`src/rtl/seg_scan_bcd.sv`:
```
// Binary-to-BCD converter (serial double-dabble) driving a multiplexed
// active-low 7-segment display with leading-zero blanking, decimal points and blink.
module seg_scan_bcd #(
    parameter int unsigned DIGITS      = 6,
    parameter int unsigned VAL_W       = 20,
    parameter int unsigned SCAN_DIV    = 50_000,
    parameter int unsigned BLINK_TICKS = 250
) (
    input  logic              sys_clk,
    input  logic              sys_rst,
    input  logic [VAL_W-1:0]  value,
    input  logic              load,
    input  logic [DIGITS-1:0] dp_mask,
    input  logic [DIGITS-1:0] blink_mask,
    input  logic              lz_blank,
    output logic              busy,
    output logic              ovf,
    output logic [DIGITS-1:0] seg_sel,
    output logic [7:0]        seg_led
);

    localparam int unsigned BCD_W  = DIGITS * 4;
    localparam int unsigned IDX_W  = (DIGITS > 1) ? $clog2(DIGITS) : 1;
    localparam int unsigned SCAN_W = $clog2(SCAN_DIV);
    localparam int unsigned BLK_W  = (BLINK_TICKS > 1) ? $clog2(BLINK_TICKS) : 1;
    localparam int unsigned CNT_W  = $clog2(VAL_W + 1);

    function automatic logic [31:0] pow10(input int unsigned n);
        logic [31:0] r;
        r = 32'd1;
        for (int unsigned i = 0; i < n; i++) r = r * 32'd10;
        return r;
    endfunction

    localparam logic [31:0] MAX_DEC = pow10(DIGITS) - 32'd1;

    function automatic logic [7:0] enc(input logic [3:0] d);
        case (d)
            4'd0:    return 8'hC0;
            4'd1:    return 8'hF9;
            4'd2:    return 8'hA4;
            4'd3:    return 8'hB0;
            4'd4:    return 8'h99;
            4'd5:    return 8'h92;
            4'd6:    return 8'h82;
            4'd7:    return 8'hF8;
            4'd8:    return 8'h80;
            4'd9:    return 8'h90;
            default: return 8'hFF;
        endcase
    endfunction

    typedef enum logic [1:0] {IDLE, CONV, DONE} state_t;

    state_t             state;
    logic [VAL_W-1:0]   bin;
    logic [BCD_W-1:0]   bcd;
    logic [BCD_W-1:0]   bcd_adj;
    logic [BCD_W-1:0]   disp;
    logic [CNT_W-1:0]   bit_cnt;
    logic               ovf_pend;

    logic [SCAN_W-1:0]  scan_cnt;
    logic               scan_tick;
    logic [IDX_W-1:0]   idx;
    logic [BLK_W-1:0]   blink_cnt;
    logic               blink_phase;

    logic [DIGITS-1:0]  lz_mask;
    logic               any_nz;
    logic [3:0]         cur_dig;
    logic [7:0]         pat;

    // Double-dabble correction: +3 on every nibble >= 5 before the shift
    always_comb begin
        bcd_adj = bcd;
        for (int i = 0; i < DIGITS; i++) begin
            if (bcd[i*4 +: 4] >= 4'd5) bcd_adj[i*4 +: 4] = bcd[i*4 +: 4] + 4'd3;
        end
    end

    // Conversion FSM; display and ovf only change when a conversion completes
    always_ff @(posedge sys_clk or posedge sys_rst) begin
        if (sys_rst) begin
            state    <= IDLE;
            bin      <= '0;
            bcd      <= '0;
            disp     <= '0;
            bit_cnt  <= '0;
            ovf_pend <= 1'b0;
            ovf      <= 1'b0;
            busy     <= 1'b0;
        end else begin
            case (state)
                IDLE: begin
                    if (load) begin
                        bin      <= value;
                        ovf_pend <= (32'(value) > MAX_DEC);
                        bcd      <= '0;
                        bit_cnt  <= '0;
                        busy     <= 1'b1;
                        state    <= CONV;
                    end
                end
                CONV: begin
                    bcd     <= {bcd_adj[BCD_W-2:0], bin[VAL_W-1]};
                    bin     <= {bin[VAL_W-2:0], 1'b0};
                    bit_cnt <= bit_cnt + 1'b1;
                    if (bit_cnt == CNT_W'(VAL_W - 1)) state <= DONE;
                end
                DONE: begin
                    disp  <= bcd;
                    ovf   <= ovf_pend;
                    busy  <= 1'b0;
                    state <= IDLE;
                end
                default: state <= IDLE;
            endcase
        end
    end

    assign scan_tick = (scan_cnt == SCAN_W'(SCAN_DIV - 1));

    // Digit slot timing and blink phase
    always_ff @(posedge sys_clk or posedge sys_rst) begin
        if (sys_rst) begin
            scan_cnt    <= '0;
            idx         <= '0;
            blink_cnt   <= '0;
            blink_phase <= 1'b0;
        end else if (scan_tick) begin
            scan_cnt <= '0;
            idx      <= (idx == IDX_W'(DIGITS - 1)) ? '0 : idx + 1'b1;
            if (blink_cnt == BLK_W'(BLINK_TICKS - 1)) begin
                blink_cnt   <= '0;
                blink_phase <= ~blink_phase;
            end else begin
                blink_cnt <= blink_cnt + 1'b1;
            end
        end else begin
            scan_cnt <= scan_cnt + 1'b1;
        end
    end

    // Pattern for the currently selected digit; blink overrides dp, dp survives lz
    always_comb begin
        any_nz  = 1'b0;
        lz_mask = '0;
        for (int i = DIGITS - 1; i >= 0; i--) begin
            any_nz     = any_nz | (disp[i*4 +: 4] != 4'd0);
            lz_mask[i] = lz_blank & ~any_nz & (i != 0);
        end
        cur_dig = disp[{idx, 2'b00} +: 4];
        pat     = ovf ? 8'hBF : enc(cur_dig);
        if (lz_mask[idx]) pat = 8'hFF;
        if (dp_mask[idx]) pat[7] = 1'b0;
        if (blink_phase && blink_mask[idx]) pat = 8'hFF;
    end

    // Select and pattern share one register stage so they never disagree
    always_ff @(posedge sys_clk or posedge sys_rst) begin
        if (sys_rst) begin
            seg_sel <= ~DIGITS'(1);
            seg_led <= 8'hFF;
        end else begin
            seg_sel <= ~(DIGITS'(1) << idx);
            seg_led <= pat;
        end
    end

endmodule

```
`config.mk`:
```
export PLATFORM = sky130hd
export DESIGN_NAME = seg_scan_bcd
export DESIGN_NICKNAME = d
export VERILOG_FILES = /design/src/rtl/seg_scan_bcd.sv
export SDC_FILE = /design/constraint.sdc
export NUM_CORES = 1
export LEC_CHECK = 0
export CAP_MARGIN = 10
export CORE_MARGIN = 3
export CORE_UTILIZATION = 43
export CTS_BUF_LIST = sky130_fd_sc_hd__clkbuf_8
export DETAILED_ROUTE_END_ITERATION = 12
export GPL_ROUTABILITY_DRIVEN = 0
export HOLD_SLACK_MARGIN = 0.15
export PLACE_DENSITY = 0.75
export REMOVE_ABC_BUFFERS = 1
export SYNTH_ARGS = -nofsm -noshare
export SYNTH_HDL_FRONTEND = slang
export SYNTH_SLANG_ARGS = --single-unit
```
`constraint.sdc`:
```
create_clock -name sys_clk -period 4.25 [get_ports sys_clk]
set_input_delay 0.85 -clock sys_clk [delete_from_list [all_inputs] [get_ports sys_clk]]
set_output_delay 0.85 -clock sys_clk [all_outputs]
set_load 0.1 [all_outputs]
```
### Word-level counts from Yosys, hierarchy flattened

Memory sizes are Yosys's and may differ from the RTL's.
Cells that the tools add are included.

| storage, ports and cells | value |
|---|---|
| register bits | 120 |
| bits in latches | 0 |
| bits in writable memories | 0 |
| memory bits (read-only) | 112 |
| bits of input ports | 36 |
| output and inout port bits | 16 |
| word-level logic and storage cells | 103 |
| memories kept | 1 |

Memory list:

| name | depth | bits a word | rd ports | clocked after memory_dff | write ports | line | RTL |
|---|---|---|---|---|---|---|---|
| (name not given) | 16 | 7 | 1 | 0 | 0 | 38 | `case (d)` |

| operators by class | value |
|---|---|
| $add $sub $neg | 10 |
| multiply operators | 0 |
| div/mod/pow operators | 0 |
| magnitude comparators | 8 |
| equality and inequality tests | 8 |
| shift operators | 2 |
| multiplexer cells | 30 |
| bitwise gates (word level) | 16 |
| reductions and logical operators | 14 |

Operators with widths:

| cell | count |
|---|---|
| one-hot mux 24 bit (2 select lines) | 1 |
| one-hot mux 20 bit (2 select lines) | 1 |
| 2-to-1 mux 8 bit | 4 |
| >= comparator 4 x 3 -> 1 bit (second input constant) | 6 |
| 2-to-1 mux 24 bit | 1 |
| indexed part select 24 x 6 -> 4 bit | 1 |
| adder 4 x 2 -> 4 bit (second input constant) | 5 |
| > comparator 20 bit (second input constant) | 1 |
| 2-to-1 mux 20 bit | 1 |
| 2-to-1 mux 4 bit | 5 |
| nonzero test 4 bit | 5 |
| adder 16 x 1 -> 16 bit (second input constant) | 1 |
| == test 16 bit (second input constant) | 1 |
| 2-to-1 mux 16 bit | 1 |
| one-hot mux 5 bit (2 select lines) | 1 |
| AND reduction 2 bit | 5 |
| binary-select mux 1 bit (select 3 bit) | 3 |
| adder 8 x 1 -> 8 bit (second input constant) | 1 |
| == test 8 bit (second input constant) | 1 |
| 2-to-1 mux 3 bit | 2 |
| NOT 1 bit | 6 |
| NOT 6 bit | 1 |
| left shift 1 x 3 -> 6 bit (first input constant) | 1 |
| adder 5 x 1 -> 5 bit (second input constant) | 1 |
| 18 further kinds | 32 |

### Longest topological paths before layout

| logic depth | value |
|---|---|
| word-level depth | 12 |
| gate-level depth with buffers | 9 |
| depth with buffers taken out | 7 |

### Worst setup path after synthesis

Ideal clock, no wire load.

| timing | value |
|---|---|
| path kind | register to register |
| from | register idx[0] |
| to | register seg_led[4] |
| setup time | 0.094 ns |
| arrival | 2.267 ns |
| required time | 4.156 ns |
| setup slack | 1.889 ns |
| cell stages (with the launch flop) | 8 |
| path buffers | 2 |
| period minus slack after synthesis | 2.361 ns |
| cell sequence | dfrtp_1 -> buf_6 -> buf_6 -> mux2_4 -> a222oi_1 -> ha_1 -> a21boi_0 -> or4b_1 |

| on the way | value |
|---|---|
| cells in the longest elaborated chain, start to end | 5 |
| elaborated cells on any way between the ends | 10 |
| classes of those cells | shift: 1; mux: 7; reduce/logical: 1; memory: 1 |

RTL lines:

| item | line | RTL |
|---|---|---|
| start: declaration | 65 | `logic [IDX_W-1:0] idx;` |
| start signal: assignment | 133 | `idx <= (idx == IDX_W'(DIGITS - 1)) ? '0 : idx + 1'b1;` |
| indexed part select 24 x 6 -> 4 bit | 153 | `cur_dig = disp[{idx, 2'b00} +: 4];` |
| memory read (16 x 7 bit) | -- |  |
| 2-to-1 mux 8 bit | 154 | `pat = ovf ? 8'hBF : enc(cur_dig);` |
| 2-to-1 mux 8 bit | 155 | `if (lz_mask[idx]) pat = 8'hFF;` |
| 2-to-1 mux 8 bit * | 157 | `if (blink_phase && blink_mask[idx]) pat = 8'hFF;` |
| via pat[4] | 72 | `logic [7:0] pat;` |
| end signal: assignment | 167 | `seg_led <= pat;` |
| end: declaration | 19 | `output logic [7:0] seg_led` |

The timed path passes the listed nets; every way through them passes the cells marked *. The select of a mux whose other input is x is not followed.
A chain may end at the register's enable or synchronous reset.

### Worst setup path in the final report

Ends and elaborated chain as after synthesis.

==> results.py <==
metrics = {
    "grt": {
        "overflow": 0,
        "grt_pass1_vias": 4453,
        "grt.total_usage_pct": 16.8,
        "grt_max_degree": 63,
        "grt_pass1_wl_um": 21700,
        "antenna_found_initial": 0,
    },
    "hold_path": {
        "min_to": "bin[5]$_DFFE_PP0P_",
        "whs_path_depth": 2,
        "hold_class": "reg -> reg",
        "min_from": "bin[5]$_DFFE_PP0P_",
    },
    "run_status": {
        "status": "complete, no violations",
    },
    "floorplan": {
        "num_rows": 42,
        "die_height_um": 124,
        "io_pins": 52,
        "core-area_um2": 13500,
        "die_area_um2": 15500,
        "die_w_um": 124,
        "start_util_pct": 44.8,
    },
    "timing": {
        "rsz0062_at_grt": "no",
        "fmax_mhz": 323,
        "slew-limit-headroom_pct": 30.5,
        "finalSetupViolations": 0,
        "finalClockSkew_ns": 0.0111,
        "fin_crit_sh_pct": 72.9,
        "hold_viol": 0,
        "slew_violations": 0,
        "finalWorstSetupSlack_ns": 1.15,
        "tns_ns": 0,
        "max_slew.worst_pin.slew_ns": 1.04,
        "min_period_ns": 3.10,
    },
    "clock_tree": {
        "cts_setup_buffers": 0,
        "ctsLongestPathBuffers": 2,
        "path_clk_slew_ns": 0.07,
        "root_buffer": "clkbuf_8",
        "numCtsBuffers": 17,
        "clock-sinks": 120,
        "clock_latency_ns": 0.44,
        "cts_tree": "built",
        "ctsResizeCount": 0,
        "cts_hold_buf": 0,
        "h-tree-depth": 4,
    },
    "yosys": {
        "ys_seq_area_share_pct": 50.1,
        "synth_mux_area_share_pct": 8.35,
        "yosysTopAreaCell": "dfrtp_1",
        "synthXorXnorAreaFrac_pct": 3.49,
        "yosys_warnings": 0,
        "synth_top_family_by_area": "compound AO/OA/AOI/OAI gates",
        "synth_edf_count": 0,
        "synth_adder_area_share_pct": 4.57,
        "ys_seq_elements": 120,
        "ys.flop_type": "dfrtp_1",
        "syn-cell-area_um2": 6030,
        "yosysUniqueCellTypes": 55,
        "synth_async_sr_flop_share_pct": 100,
        "avgSynthCellArea_um2": 10.5,
        "synth_simple_gate_area_share_pct": 14.6,
        "synth_compound_area_share_pct": 15.4,
        "yosys.area.top_type_share_pct": 44.4,
        "ys_top_cells_by_area": "dfrtp_1 44%, mux2_2 6.2%, dfstp_2 5.7%",
        "syn_inst": 575,
    },
    "placed_design": {
        "portBuffers": 51,
        "pre_cts_slack_ns": 1.22,
        "dp_hpwl_um": 8600,
    },
    "route": {
        "drtIter0Drc": 276,
        "first_pass_iters": 4,
        "via_per_inst": 5.46,
        "wl_um": 12600,
        "final_antenna_net_count": 0,
        "routed-via-count": 4431,
        "wl_per_cell_um": 15.6,
        "drc": 0,
    },
    "setup_path": {
        "start_kind": "register",
        "cp-end-kind": "register",
        "crit_required_ns": 4.59,
        "crit_arrival_ns": 3.44,
        "rrSetupSlack_ns": 1.15,
        "r2r_start": "idx[0]$_DFFE_PP0N_",
        "reg2reg_to": "seg_led[4]$_DFF_PP1_",
        "reg2regPathDepth": 6,
        "crit_path_max_fanout": 14,
        "path_class": "reg -> reg",
    },
    "power": {
        "netSwitchingFraction_pct": 37.6,
        "p_int_mw": 2.59,
        "switchingPower_mw": 1.56,
        "comb_power_share_pct": 34.7,
        "total_power_mw": 4.15,
        "power_frac_clock_pct": 23.3,
        "p_per_area_nw_per_um2": 585,
        "p_leak_nw": 3.05,
        "seqPwrFrac_pct": 41.9,
        "irDropWorstVdd_mv": 0.234,
    },
    "job": {
        "maxCapViolCount": 0,
    },
    "layout": {
        "layout_common_cells": "107 x dfrtp_1, 51 x o21ai_0, 51 x clkdlybuf4s50_1, 41 x nand2_1, 41 x a21oi_1",
        "num_antenna_cells": 0,
        "final_common_cell": "dfrtp_1",
        "drive_gt1_share_pct": 14.0,
        "fin_nets": 680,
        "syn_to_final_growth_pct": 17.7,
    },
}
==> per-stage QoR <==
| stage | util [%] | cells | hold slack [ns] | cell area (um2) |
|---|---|---|---|---|
| 2_1_floorplan | - | 546 | 0.438 | 5900 |
| 6_report | 52.7 | 811 | 0.490 | 7090 |
| 4_1_cts | 52.5 | 810 | 0.494 | 7060 |
| 3_5_place_dp | 49.7 | 778 | 0.480 | 6690 |
| 3_3_place_gp | 49.7 | 778 | 0.468 | 6690 |
| 5_1_grt | 52.7 | 811 | 0.512 | 7090 |
==> layer usage <==
layer	share of wire [%]	GRT usage [%]	vias up
met2	49	27.0	80
met5	0	0	-
li1	-	-	2150
met1	46	22.3	2182
met4	1.6	5.48	0
met3	3.3	4.33	19
==> cells by family after synthesis <==
family,Yosys count
AND/OR/NAND/NOR,163
AO/OA/AOI/OAI,151
flip-flops,120
buffers and inverters,52
multiplexers,43
XOR/XNOR,24
adder cells (fa/ha/maj),22
==> cell type report <==
type | instances | area [um2]
well taps | 176 | 220
inverters | 23 | 88.8
repair buffers | 57 | 588
fillers | 1183 | 6360
clock inverters | 13 | 115
flip-flops and latches | 120 | 3020
multi-input cells | 403 | 2800
clock buffers | 19 | 262
==> synthesized netlist by cell type, types with 3 or more instances <==
cell type and n:
a21oi_1 41, a22oi_1 15, a32o_1 6, and3_1 8, and3b_1 5, clkbuf_1 26
dfrtp_1 107, dfstp_2 13, ha_1 22, inv_1 23, mux2_2 33, mux2i_1 6
nand2_1 41, nand2b_1 13, nand3_1 8, nand4_1 7, nor2_1 27, nor2b_1 24
nor3_1 4, nor3b_1 3, nor4_1 5, o21ai_0 51, o21ai_1 4, o22ai_1 9
o31ai_1 9, or2_2 3, xnor2_1 13, xor2_1 11
==> worst max path at each step <==
stage | from | end | slack, ns | depth (start not counted)
floorplan | sys_rst | bcd[0]$_DFFE_PP0P_ | 0.24 | 1
global placement | idx[0]$_DFFE_PP0N_ | seg_led[4]$_DFF_PP1_ | 1.37 | 6
detailed placement | idx[0]$_DFFE_PP0N_ | seg_led[4]$_DFF_PP1_ | 1.22 | 6
CTS | idx[0]$_DFFE_PP0N_ | seg_led[4]$_DFF_PP1_ | 1.14 | 6
global route | idx[0]$_DFFE_PP0N_ | seg_led[4]$_DFF_PP1_ | 0.94 | 6
finish | idx[0]$_DFFE_PP0N_ | seg_led[4]$_DFF_PP1_ | 1.15 | 6
==> power by group through the flow <==
| stage | combinational (mW) | sequential (mW) | clock, mW |
|---|---|---|---|
| floorplan | 0.869 | 1.93 | 0 |
| global placement | 1.37 | 1.74 | 0 |
| detailed placement | 1.44 | 1.75 | 0 |
| CTS | 1.45 | 1.74 | 0.995 |
| global route | 1.60 | 1.79 | 1.04 |
| finish | 1.44 | 1.74 | 0.969 |
==> registers in the layout, indices dropped and copies added, names as in the netlist <==
name	count
bcd	24
disp	24
bin	20
scan_cnt	16
blink_cnt	8
seg_led	8
seg_sel	6
bit_cnt	5
idx	3
state	2
blink_phase	1
busy	1
ovf	1
ovf_pend	1
==> worst max-delay path, stage by stage (launching register included) <==
cell	delay (ns)
dfrtp_1	0.61
buf_4	0.31
mux2_2	0.36
a222oi_1	0.82
ha_1	0.31
a21boi_0	0.10
or4b_1	0.49
(Power assumes the default switching activity.)
==> variant 1: new RTL, config.mk and constraints unchanged <==
Remove the register `seg_led`: a continuous assignment takes its place, so the output `seg_led` follows one clock earlier.
--- a/src/rtl/seg_scan_bcd.sv
+++ b/src/rtl/seg_scan_bcd.sv
@@ -162,11 +162,11 @@
         if (sys_rst) begin
             seg_sel <= ~DIGITS'(1);
-            seg_led <= 8'hFF;
         end else begin
             seg_sel <= ~(DIGITS'(1) << idx);
-            seg_led <= pat;
         end
     end
 
+    assign seg_led = pat;
+
 endmodule
 
Behaviour: not the same (Yosys sat finds a counterexample within 4 cycles, from zero or initial values and one cycle with sys_rst high).
==> variant 1 against the original RTL <==
  * Worst setup slack got worse by 0.82 ns
  * Die area decreased by 3.2%
  * Routed wire length increased by 3.2%
  * Total power increased by 2.2%
  * Synthesized area decreased by 3.3%
  * Sequential cell count decreased by 8
  * Design area decreased by 4.2%
  * Global-route usage increased by 1.4 points
==> variant 1: results (changes against the original RTL) <==
| Metric | Value |
|---|---|
| Outcome | complete, no violations |
| Area after DPL | 6565 sq um (-1.8%) |
| Synth Area in Adders | 0.04725 (+0.001570) |
| Post-synth top cells | dfrtp_1, o21ai_0, a21oi_1 |
| Cells after Synth | 560 (-2.6%) |
| Layout Cells excl Fill | 778 (-4.1%) |
| CP Data Arrival Time | 3.07 ns (-0.37 ns) |
| Post-synthesis mux area share | 0.08655 (+0.003083) |
| Initial DRT Pass Iterations | 5 (+1) |
| H-tree levels | 3 (-1) |
| GR met2 Demand/Resource | 0.3105 (+0.04019) |
| Final Hold Slack | 0.4879 ns (-0.001706 ns) |
| First DRT Iteration DRCs | 337 (+22%) |
| Synth area leaders | dfrtp_1, mux2_2, ha_1 |
| CTS Buf Count | 9 (-8) |
| Final nets | 659 (-3.1%) |
| Skew final | 0.01126 ns (+0.0002062 ns) |
| DRT Wirelength | 13.02 mm (+3.2%) |
| Met3 wire len | 688 microns (+66%) |
| Share of cells above drive strength 1 | 0.1386 (-0.001544) |
| Critical path's slowest cell | dfrtp_1 |
| Peak supply drop | 0.3206 mV (+37%) |
| Clock transition at path regs | 0.11 ns (+0.04 ns) |
| Global-route usage over all layers | 0.1826 (+0.01428) |
| Vias per Instance | 5.749 (+5.2%) |
| Dpl ws | 0.5440 ns (-0.6755 ns) |
| Reg2Reg Setup Slack | 1.74 ns (+0.59 ns) |
| Wire length on met2 | 6.396 mm (+3.3%) |
| Post-Synth XOR/XNOR Area | 0.03759 (+0.002702) |
| Length of routed wiring on met1 | 5.772 mm (-0.76%) |
| Final setup margin | 0.3288 ns (-0.8220 ns) |
| Worst path max stage delay | 0.76 ns (-0.06 ns) |
| Library cells used by synthesis | 52 (-5.5%) |
| Vias in the first global route | 4672 (+4.9%) |
| Met1 usage | 0.2375 (+0.01421) |
| Clock Latency Late Sink | 0.38 ns (-0.06 ns) |
| Sequential share of the synthesized area | 0.4822 (-0.01886) |
| DP HPWL | 9.274 mm (+7.8%) |
| GR Layer Usage met3 | 0.03825 (-0.005062) |
| Fillers | 1173 (-0.85%) |
| Largest net degree at the start of global routing | 62 (-1.6%) |
| Global-route wire length before repair | 22.37 mm (+3.0%) |
| Post-synthesis compound-gate area fraction | 0.1757 (+0.02162) |
==> variant 1: cell count changes in the layout (fill, tap and decap cells not counted), moves of 4 or more <==
cell / change
and3b_1: -5
a22o_1: +7
clkbuf_8: -8
clkinv_2: -4
nand2_1: -12
buf_4: +6
a22oi_1: +6
inv_1: -6
buf_12: +6
dfstp_2: -8
clkdlybuf4s50_1: -8
==> variant 1: worst paths after layout <==
path	cells past startpoint	startpoint	endpoint
setup / recovery	6	idx[1]$_DFFE_PP0N_	seg_led[6]
min in group asynchronous	2	sys_rst	bin[11]$_DFFE_PP0P_
hold / removal	1	blink_phase$_DFFE_PP0P_	blink_phase$_DFFE_PP0P_
hold reg to reg	1	blink_phase$_DFFE_PP0P_	blink_phase$_DFFE_PP0P_
max in group asynchronous	3	sys_rst	seg_sel[2]$_DFF_PP1_
setup reg to reg	5	state[0]$_DFFE_PP0P_	bit_cnt[4]$_DFFE_PP0P_
==> variant 1: worst max-delay path, delay by kind of cell (launching register included) <==
family,cells,cell delay (ns)
multiplexers,1,0.41
AO/OA/AOI/OAI,3,0.94
buffers and inverters,1,0.23
AND/OR/NAND/NOR,1,0.35
flip-flops,1,0.76
==> variant 1: area by class of cell <==
| class | instances | area (sq um) | share of cell area |
|---|---|---|---|
| repair buffers | 61 | 660.6 | 0.09724 |
| flip-flops and latches | 112 | 2809 | 0.4134 |
| clock buffers | 11 | 151.4 | 0.02228 |
| multi-input cells | 395 | 2810 | 0.4136 |
| clock inverters | 5 | 62.56 | 0.009208 |
| well taps | 172 | 215.2 | 0.03168 |
| inverters | 22 | 85.08 | 0.01252 |
==> variant 1: report_power, final <==
part,switching (uW),leakage (uW),internal [uW],total (uW)
registers,295,0.00147,1340,1640
clock network,370,0.000102,308,678
logic,1130,0.00139,797,1930
==> variant 2: new RTL, config.mk and constraints unchanged <==
Made on the original files. `VAL_W`: 20 -> 16.
--- a/src/rtl/seg_scan_bcd.sv
+++ b/src/rtl/seg_scan_bcd.sv
@@ -3,5 +3,5 @@
 module seg_scan_bcd #(
     parameter int unsigned DIGITS      = 6,
-    parameter int unsigned VAL_W       = 20,
+    parameter int unsigned VAL_W       = 16,
     parameter int unsigned SCAN_DIV    = 50_000,
     parameter int unsigned BLINK_TICKS = 250
Interface: changed (resized value); port bits go from 52 to 48. No check against the original RTL was run, so the function may have changed too.
==> variant 2 against the original RTL <==
  * Synthesized area shrank 4.2%
  * Worst setup slack gained 0.17 ns
  * Sequential cell count shrank 6
  * Worst hold slack lost 0.0051 ns
  * Total power shrank 5.1%
  * Sequential power shrank 9.8%
  * Routed wire length shrank 9.1%
  * Design area shrank 4.3%
  * Critical path type is now reg -> out
  * Largest cell class unchanged
==> variant 2: results (changes against the original RTL) <==
| Metric | Value |
|---|---|
| Post-CTS Setup Inserts | 0 (unchanged) |
| Post-synthesis mux area share | 0.06436 (-0.01912) |
| Top flop regs | bcd (24), disp (24) |
| Clock power share | 0.276 (+0.043) |
| Measured slew at the worst slew-check pin | 0.9721 ns (-0.07072 ns) |
| First DRT Iteration DRCs | 351 (+27%) |
| Synth area leaders | dfrtp_1, dfstp_2, o21ai_0 |
| Dpl cells | 775 (-0.39%) |
| Library cells used by synthesis | 62 (+13%) |
| Crit path max-delay family | buffers and inverters |
| Leak | 0.003018 uW (-0.90%) |
| Layout Cells excl Fill | 807 (-0.49%) |
| Worst setup path end | seg_sel[5] |
| Final nets | 677 (-0.44%) |
| DP HPWL | 7.895 mm (-8.2%) |
| Post-synth top cells | dfrtp_1, nand2_1, o21ai_0 |
| Share of cells above drive strength 1 | 0.1197 (-0.02047) |
| Skew final | 0.007437 ns (-0.003619 ns) |
| CP Data Arrival Time | 2.07 ns (-1.37 ns) |
| Cells after Synth | 580 (+0.87%) |
| Vias per Instance | 5.380 (-1.5%) |
| Int Power | 2514 uW (-3.0%) |
| Diode count | 0 (unchanged) |
| R2R Path End | seg_led[6]$_DFF_PP1_ |
| Largest net degree at the start of global routing | 67 (+6.3%) |
| Final Hold Slack | 0.4845 ns (-0.005100 ns) |
| Global-route usage over all layers | 0.1628 (-0.005470) |
| Hold Path Origin | bin[10]$_DFFE_PP0P_ |
| CP startpoint | seg_sel[5]$_DFF_PP1_ |
| Critical path's slowest cell | clkdlybuf4s50_1 |
| Global-route wire length before repair | 19.31 mm (-11%) |
| Initial DRT Pass Iterations | 5 (+1) |
| Reg2Reg Setup Slack | 1.67 ns (+0.52 ns) |
| Synth Area in Adders | 0.04984 (+0.004156) |
| Worst path max stage delay | 1.12 ns (+0.30 ns) |
| Area after DPL | 6357 sq um (-4.9%) |
| Wire per inst | 14.21 microns (-8.6%) |
| # port buffers | 46 (-9.8%) |
| Outcome | complete, no violations |
| CP max FO | 1 (-13) |
| Combinational power share | 0.326 (-0.021) |
| Vias in the first global route | 4182 (-6.1%) |
| Post-Synth XOR/XNOR Area | 0.03337 (-0.001514) |
| P per Cell Area | 580.4 nW/um^2 (-0.84%) |
| Worst Hold Path EP | bin[10]$_DFFE_PP0P_ |
| Post-synthesis compound-gate area fraction | 0.1456 (-0.008458) |
| R2R depth | 8 (+2) |
| Sequential share of the synthesized area | 0.4969 (-0.004180) |
| Dpl ws | 1.476 ns (+0.2566 ns) |
| Max Freq | 0.3419 GHz (+6.0%) |
| Peak supply drop | 0.3281 mV (+41%) |
-- variant 2: cell types whose count changed after synthesis, moves of 6 or more --
cell / unedited run / this run
nand2_1: 41 / 73
nor2b_1: 24 / 5
mux2_2: 33 / 16
a22oi_1: 15 / 2
o21ai_0: 51 / 64
and3b_1: 5 / 14
clkbuf_1: 26 / 18
buf_2: 0 / 7
o22ai_1: 9 / 2
dfrtp_1: 107 / 101
mux2i_1: 6 / 12
nand3_1: 8 / 14
o31ai_1: 9 / 3
-- variant 2: layout make-up --
class	instances	area (sq um)	share of cell area
Multi-Input combinational cell	412	2668	0.3929
Clock buffer	22	302.8	0.04459
Sequential cell	114	2869	0.4225
Clock inverter	10	130.1	0.01916
Tap cell	172	215.2	0.03169
Timing Repair Buffer	53	513.0	0.07555
Inverter	24	92.59	0.01364
-- variant 2: metal layers --
metal	track usage	wire length (microns)	vias to the layer above
met5	0	0	-
met4	0.05952	149	0
met3	0.04735	520	17
met2	0.2566	5506	99
met1	0.2148	5294	2106
li1	-	-	2120
